### src/rtl/axi_pkt_loopback_pkg.sv
// axi_pkt_loopback_pkg: mode encodings, write FSM states and setting register offsets
package axi_pkt_loopback_pkg;
    typedef enum logic [1:0] {
        CUT_THROUGH = 2'd0,
        STORE_FWD   = 2'd1,
        DROP        = 2'd2,
        MODE_RSVD   = 2'd3
    } mode_t;
    typedef enum logic {IDLE = 1'b0, BODY = 1'b1} state_t;
    localparam logic [7:0] SR_MODE = 8'd0;
    localparam logic [7:0] SR_CLR  = 8'd1;
endpackage

### src/rtl/axi_pkt_loopback_ram.sv
// axi_pkt_loopback_ram: simple dual-port storage, synchronous write, asynchronous read
module axi_pkt_loopback_ram #(
    parameter int DW = 33,
    parameter int AW = 5
) (
    input  logic          clk,
    input  logic          we,
    input  logic [AW-1:0] waddr,
    input  logic [DW-1:0] wdata,
    input  logic [AW-1:0] raddr,
    output logic [DW-1:0] rdata
);
    logic [DW-1:0] mem [2**AW];
    always_ff @(posedge clk)
        if (we) mem[waddr] <= wdata;
    assign rdata = mem[raddr];
endmodule

### src/rtl/axi_pkt_loopback.sv
// axi_pkt_loopback: packet buffer loopback with cut-through, store-and-forward and drop modes
module axi_pkt_loopback
    import axi_pkt_loopback_pkg::*;
#(
    parameter int WIDTH   = 32,
    parameter int SIZE    = 5,
    parameter int SR_BASE = 129
) (
    input  logic             clk,
    input  logic             reset,
    input  logic             clear,
    input  logic             set_stb,
    input  logic [7:0]       set_addr,
    input  logic [31:0]      set_data,
    input  logic [WIDTH-1:0] i_tdata,
    input  logic             i_tlast,
    input  logic             i_tvalid,
    output logic             i_tready,
    output logic [WIDTH-1:0] o_tdata,
    output logic             o_tlast,
    output logic             o_tvalid,
    input  logic             o_tready,
    output logic [63:0]      rb_data,
    output logic [SIZE:0]    occupied
);
    logic [SIZE:0] wr_ptr, rd_ptr, commit_ptr;
    mode_t mode, pkt_mode, pkt_mode_nxt, cur_mode;
    state_t state, state_nxt;
    logic [31:0] pkt_in_count, pkt_out_count;
    logic [WIDTH:0] rd_word;
    logic full, in_hs, out_hs, wr_en, oversize, mode_wr, cnt_clr, unused_set;

    assign unused_set = ^set_data[31:2];
    assign full      = (wr_ptr ^ rd_ptr) == {1'b1, {SIZE{1'b0}}};
    assign cur_mode  = state == IDLE ? mode : pkt_mode;
    assign i_tready  = cur_mode == DROP || !full;
    assign in_hs     = i_tvalid && i_tready;
    assign wr_en     = in_hs && cur_mode != DROP;
    assign o_tvalid  = rd_ptr != commit_ptr;
    assign out_hs    = o_tvalid && o_tready;
    assign o_tdata   = o_tvalid ? rd_word[WIDTH-1:0] : '0;
    assign o_tlast   = o_tvalid && rd_word[WIDTH];
    assign occupied  = wr_ptr - rd_ptr;
    assign rb_data   = {pkt_out_count, pkt_in_count};
    assign mode_wr   = set_stb && set_addr == 8'(SR_BASE + SR_MODE);
    assign cnt_clr   = set_stb && set_addr == 8'(SR_BASE + SR_CLR);
    // a store-and-forward packet larger than the buffer would never commit; release it as cut-through
    assign oversize  = state == BODY && pkt_mode == STORE_FWD && full && commit_ptr == rd_ptr;

    axi_pkt_loopback_ram #(.DW(WIDTH + 1), .AW(SIZE)) ram (
        .clk   (clk),
        .we    (wr_en),
        .waddr (wr_ptr[SIZE-1:0]),
        .wdata ({i_tlast, i_tdata}),
        .raddr (rd_ptr[SIZE-1:0]),
        .rdata (rd_word)
    );

    always_comb begin
        state_nxt    = state;
        pkt_mode_nxt = pkt_mode;
        if (in_hs) begin
            if (state == IDLE) pkt_mode_nxt = mode;
            state_nxt = i_tlast ? IDLE : BODY;
        end else if (oversize) pkt_mode_nxt = CUT_THROUGH;
    end

    always_ff @(posedge clk) begin
        if (reset || clear) begin
            state      <= IDLE;
            pkt_mode   <= CUT_THROUGH;
            wr_ptr     <= '0;
            rd_ptr     <= '0;
            commit_ptr <= '0;
        end else begin
            state    <= state_nxt;
            pkt_mode <= pkt_mode_nxt;
            if (wr_en) wr_ptr <= wr_ptr + 1'b1;
            if (out_hs) rd_ptr <= rd_ptr + 1'b1;
            if (oversize) commit_ptr <= wr_ptr;
            else if (wr_en && (cur_mode != STORE_FWD || i_tlast)) commit_ptr <= wr_ptr + 1'b1;
        end
    end

    always_ff @(posedge clk) begin
        if (reset) mode <= CUT_THROUGH;
        else if (mode_wr) mode <= mode_t'(set_data[1:0]);
    end

    always_ff @(posedge clk) begin
        if (reset || cnt_clr) begin
            pkt_in_count  <= '0;
            pkt_out_count <= '0;
        end else begin
            if (in_hs && i_tlast) pkt_in_count <= pkt_in_count + 1'b1;
            if (out_hs && o_tlast) pkt_out_count <= pkt_out_count + 1'b1;
        end
    end
endmodule

### config.mk
export PLATFORM = sky130hd
export DESIGN_NAME = axi_pkt_loopback
export DESIGN_NICKNAME = d
export VERILOG_FILES = /design/src/rtl/axi_pkt_loopback_pkg.sv /design/src/rtl/axi_pkt_loopback_ram.sv /design/src/rtl/axi_pkt_loopback.sv
export SDC_FILE = /design/constraint.sdc
export NUM_CORES = 1
export LEC_CHECK = 0
export ABC_CLOCK_PERIOD_IN_PS = 3900
export BUFFER_PORTS_ARGS = -buffer_cell sky130_fd_sc_hd__clkbuf_2
export CORE_ASPECT_RATIO = 0.8
export CORE_MARGIN = 2
export CORE_UTILIZATION = 45
export CTS_BUF_LIST = sky130_fd_sc_hd__clkbuf_8 sky130_fd_sc_hd__clkbuf_16
export CTS_CLUSTER_SIZE = 10
export DETAILED_ROUTE_END_ITERATION = 10
export PLACE_DENSITY = 0.62
export SLEW_MARGIN = 20
export SYNTH_ARGS = -nofsm -noshare
export SYNTH_HDL_FRONTEND = slang
export SYNTH_SLANG_ARGS = --single-unit
### constraint.sdc
create_clock -name clk -period 3.9 [get_ports clk]
set_input_delay 0 -clock clk [delete_from_list [all_inputs] [get_ports clk]]
set_output_delay 0 -clock clk [all_outputs]
set_load 0.005 [all_outputs]
# ---- After elaboration in Yosys (flattened, before gate mapping)
# Memory sizes are Yosys's and may differ from the RTL's. A register that Yosys moved wholly into a read port is not among the register bits.
# Cells that the tools add are included.
dict set report word_totals {
  ff_bits 87
  ramBits 1056
  input_bits 79
  output_inout_bits 105
  wordCells 54
  mem_count 1
}
dict set report classes {
  addsub 5
  n_eq_ne 9
  n_mux 11
  bitwise 1
  n_reduce_logical 19
}
# name depth width rd rd_ports_with_merged_regs write_ports line_no
set mem_list {}
lappend mem_list {ram.mem 32 33 1 1 1 axi_pkt_loopback_ram.sv:13} ;# logic [DW-1:0] mem [2**AW];
# op n
set op_table {}
lappend op_table {{32-bit by 1-bit adder with 32-bit output, second input constant} 2}
lappend op_table {{32-bit 2-to-1 mux} 1}
lappend op_table {{8-bit equality test, second input constant} 2}
lappend op_table {{6-bit by 1-bit adder with 6-bit output, second input constant} 2}
lappend op_table {{1-bit logical AND} 12}
lappend op_table {{6-bit 2-to-1 mux} 2}
lappend op_table {{5-bit 2-to-1 mux} 2}
lappend op_table {{6-bit equality test} 1}
lappend op_table {{6-bit equality test, second input constant} 1}
lappend op_table {{2-bit 2-to-1 mux} 3}
lappend op_table {{6-bit != test} 1}
lappend op_table {{6-bit subtractor} 1}
lappend op_table {{6-bit XOR} 1}
lappend op_table {{1-bit logical OR} 4}
lappend op_table {{2-bit nonzero test} 2}
lappend op_table {{1-bit 2-to-1 mux} 3}
lappend op_table {{2-bit by 1-bit equality test with 1-bit output, second input constant} 1}
lappend op_table {{2-bit equality test, second input constant} 1}
lappend op_table {{2-bit by 1-bit != test with 1-bit output, second input constant} 1}
lappend op_table {{2-bit != test, second input constant} 1}
lappend op_table {{1-bit logical NOT} 1}

# ---- Logic depth before layout (Yosys ltp)
dict set report depth {
  depth_word 9
  ltp_mapped 11
  depth_no_buf 8
}

# ---- Cells and area by module
# A second synthesis with hierarchy kept.
dict set report unflattened {
  cells_unflattened 2875
  area_unflattened_um2 45891.5
}
# mod n_inst cells_per_inst area_per_inst_um2 seq_area_each_um2
set modules_own_cells {}
lappend modules_own_cells {axi_pkt_loopback_ram 1 2299 41153.2 31710.4}
lappend modules_own_cells {axi_pkt_loopback 1 576 4738.3 1741.7}

# ---- Worst setup path after synthesis
# OpenSTA, ideal clock, no wires.
dict set report synth_path {
  path_kind {reg-to-reg}
  from {register wr_ptr[0]}
  to {memory ram.mem[15][0] (enable)}
  setup_ns 0.423
  arrival_ns 3.049
  required_ns 3.477
  path_slack_ns 0.428
  path_stages_with_launch 9
  path_buffers 1
  period_less_slack_ns 3.472
  cell_sequence {dfxtp_1 -> inv_1 -> ha_1 -> and3_1 -> nand4_1 -> and3_1 -> buf_2 -> nand2_1 -> nor2_1}
}
dict set report synth_via {
  elab_chain_len 8
}
# item line_no
set synth_rtl {}
lappend synth_rtl {{from (decl)} axi_pkt_loopback.sv:26} ;# logic [SIZE:0] wr_ptr, rd_ptr, commit_ptr;
lappend synth_rtl {{from (signal assigned)} axi_pkt_loopback.sv:78} ;# if (wr_en) wr_ptr <= wr_ptr + 1'b1;
lappend synth_rtl {{6-bit XOR} axi_pkt_loopback.sv:34} ;# assign full = (wr_ptr ^ rd_ptr) == {1'b1, {SIZE{1'b0}}};
lappend synth_rtl {{6-bit equality test} axi_pkt_loopback.sv:34}
lappend synth_rtl {{1-bit logical NOT} axi_pkt_loopback.sv:36} ;# assign i_tready = cur_mode == DROP || !full;
lappend synth_rtl {{1-bit logical OR} axi_pkt_loopback.sv:36}
lappend synth_rtl {{1-bit logical AND} axi_pkt_loopback.sv:37} ;# assign in_hs = i_tvalid && i_tready;
lappend synth_rtl {{1-bit logical AND} axi_pkt_loopback.sv:38} ;# assign wr_en = in_hs && cur_mode != DROP;
lappend synth_rtl {{1-bit 2-to-1 mux} axi_pkt_loopback_ram.sv:15} ;# if (we) mem[waddr] <= wdata;
lappend synth_rtl {{1-bit 2-to-1 mux (implied by the code)} axi_pkt_loopback_ram.sv:15}
lappend synth_rtl {{to (decl)} axi_pkt_loopback_ram.sv:13}
# Several ways; a longest one is shown, not always the timed one.

==> reports/results.ini <==
[timing]
skew_ps = 22.4
clock.fmax_mhz = 284
hold_viol_final = 0
rsz0062_at_grt = no
finalSetupTns_ps = 0
timing.final.crit_share_pct = 90.2
min_period_ps = 3520
finalSetupViolations = 0
slew_viol_final = 0
slew_headroom_pct = 36.3
fin_ws_ps = 383
worst_pin_slew_ps = 956

[setup_path]
cp.arrival_ps = 3520
rrSetupSlack_ps = 790
crit_path_max_incr_delay_ps = 750
crit_path_top_delay_cell = dfxtp_4
required_ps = 3900
critPathCaptureType = primary output
startpoint_type = register
critical_path_class = register to primary output
path_cells = buf_12 > mux4_2 > mux4_2 > mux2i_1 > nor2_1 > clkbuf_2
crit_path_frequent_cell = mux4_2
crit_buf_inv = 2
cp_max_fo = 36
cp_top_family = multiplexers

[pwr]
pwr-share-comb_pct = 2.5
leakagePower_nw = 16.2
clkPwrFrac_pct = 43.1
internal_power_mw = 19.9
ir_drop_uv = 402
p_sw_mw = 4.93
swShare_pct = 19.8
power_mw = 24.8
powerDensity_nw_per_um2 = 475
pwr-share-seq_pct = 54.4

[clocking]
ctsLongestPathBuffers = 3
path_clk_slew_ps = 50
cts_resized = 0
numClockSinks = 1148
insertion_delay_ps = 730
cts_buffers = 133
cts_tree = done
h-tree-depth = 4
root_buffer = clkbuf_16

[grt]
grt-ovfl-total = 0
grt_max_degree = 84
grt_pass1_vias = 23200
grt_pass1_wl_microns = 153000
grt_util_all_layers_pct = 20.5
antenna_found_initial = 0

[floorplan]
start_util_pct = 45.5
die_w_microns = 357
core_sq_um = 98800
rows = 103
die_y_microns = 287
die-area_sq_um = 102000
ios = 184

[synthesis]
ys_warn_count = 0
syn_inst = 2157
ys_seq_area_share_pct = 74.7
async_reset_ff_share_pct = 0
syn_nets = 2249
synth-edff-count = 1056
syn_area_per_cell_sq_um = 20.8
ys.flop_type = edfxtp_1
ys_ff_latch = 1148
synth.distinct_cells = 60
syn_area_sq_um = 44900

[drt]
wl_per_cell_microns = 27.0
vias = 22600
ant_nets = 0
via_per_inst = 5.93
drt-pass1-iter-count = 8
drcViolationCount = 4
wl_microns = 103000
drtIter0Drc = 2556

[layout]
fin_util_pct = 52.8
diodes = 0
num-nets-final = 2556
syn_to_final_growth_pct = 16.2
drive_above_1_share_pct = 30.5
final_cell_mix = edfxtp_1, mux4_2, clkbuf_2
n_fill_cell = 7563
mostFrequentLayoutCell = edfxtp_1

[placed_design]
place_hpwl_microns = 58800
io_buffer_count = 153
place_congestion = 0.824
pre_cts_slack_ps = 847

[status]
violations = design-rule violations
status = finished with violations

[worst_hold_path]
worst_hold_path_type = input port to register

[job]
maxCapViolations = 0

registers in the layout (all words and copies together), names as in the netlist, named ones only:
register,count
pkt_in_count,32
commit_ptr,6
state,1
mode,2
rd_ptr,6
ram.mem,1056
pkt_mode,2
pkt_out_count,32
wr_ptr,6
synthesized netlist by cell type, types with 12 or more instances:
cell	n	area share, %
or4_1	27	0.45
and3_1	14	0.19
clkbuf_1	49	0.41
mux2i_1	53	1.2
o21ai_0	14	0.16
edfxtp_1	1056	71
dfxtp_1	92	4.1
or3_1	14	0.19
xor2_1	28	0.55
ha_1	12	0.33
mux4_2	321	16
buf_1	20	0.17
inv_1	17	0.14
buf_2	39	0.43
a21oi_1	44	0.49
nand3_1	29	0.32
nand4_1	28	0.39
o31ai_1	25	0.42
nor2_1	122	1.0
xnor2_1	16	0.31
nand2_1	39	0.33
worst register-to-register path: cells and delay by family, from the launching register on:
kind | cells | cell delay (ps)
fa+ha+maj | 1 | 360
buf+inv | 2 | 630
flops | 1 | 570
simple gates | 5 | 1230
final timing paths:
kind	start	endpoint	cells past startpoint
max	register	o_tdata[6]	6
min	set_addr[0]	pkt_in_count[1]	4
max reg2reg	wr_ptr[3]	ram.mem[23][4]	8
min reg2reg	pkt_out_count[31]	pkt_out_count[31]	2
through the flow:
stage | cells | hold WS (ps) | instance area (sq um)
6_report | 3817 | 57.7 | 52200
5_1_grt | 3817 | 84.8 | 52200
3_3_place_gp | 3596 | 225 | 48100
2_1_floorplan | 2157 | 72.4 | 44900
3_5_place_dp | 3596 | 246 | 48100
4_1_cts | 3817 | 3.64 | 52200
routing by layer:
layer	wire length (microns)	up-vias	GRT usage [%]
met4	1650	0	5.40
li1	-	9561	-
met3	5820	128	3.17
met2	50500	764	32.8
met1	45200	12200	29.8
met5	0	-	0
final cells by class:
type / count / area, sq um / area share (%)
flip-flops and latches: 1148 / 33600 / 64.3
multi-input cells: 875 / 11000 / 21.1
clock buffers: 136 / 3400 / 6.52
repair buffers: 289 / 2260 / 4.33
well taps: 1312 / 1640 / 3.15
clock inverters: 40 / 231 / 0.443
inverters: 17 / 63.8 / 0.122
cell families (layout without fill, tap and decap cells):
| logic type | after synthesis | in the layout | synth area share (%) |
|---|---|---|---|
| mux | 376 | 376 | 17.3 |
| flops | 1148 | 1148 | 74.7 |
| xor+xnor | 44 | 44 | 0.858 |
| fa+ha+maj | 13 | 13 | 0.379 |
| simple gates | 328 | 328 | 3.79 |
| compound gates | 114 | 114 | 1.63 |
| buf+inv | 134 | 482 | 1.35 |
power groups by stage:
stage / Sequential, mW / Clock (mW) / Combinational, mW
detailed placement: 13.7 / 0 / 0.591
floorplan: 13.7 / 0 / 0.281
finish: 13.5 / 10.7 / 0.616
CTS: 13.5 / 11.0 / 0.627
global route: 13.5 / 11.5 / 0.675
global placement: 13.7 / 0 / 0.565
what timing repair did:
item	in CTS	in global routing
hold buffers	45	0
endpoints found under the hold margin	1108	0
buffers inserted	0	0
Note: power is estimated with default switching activity, not from simulation.
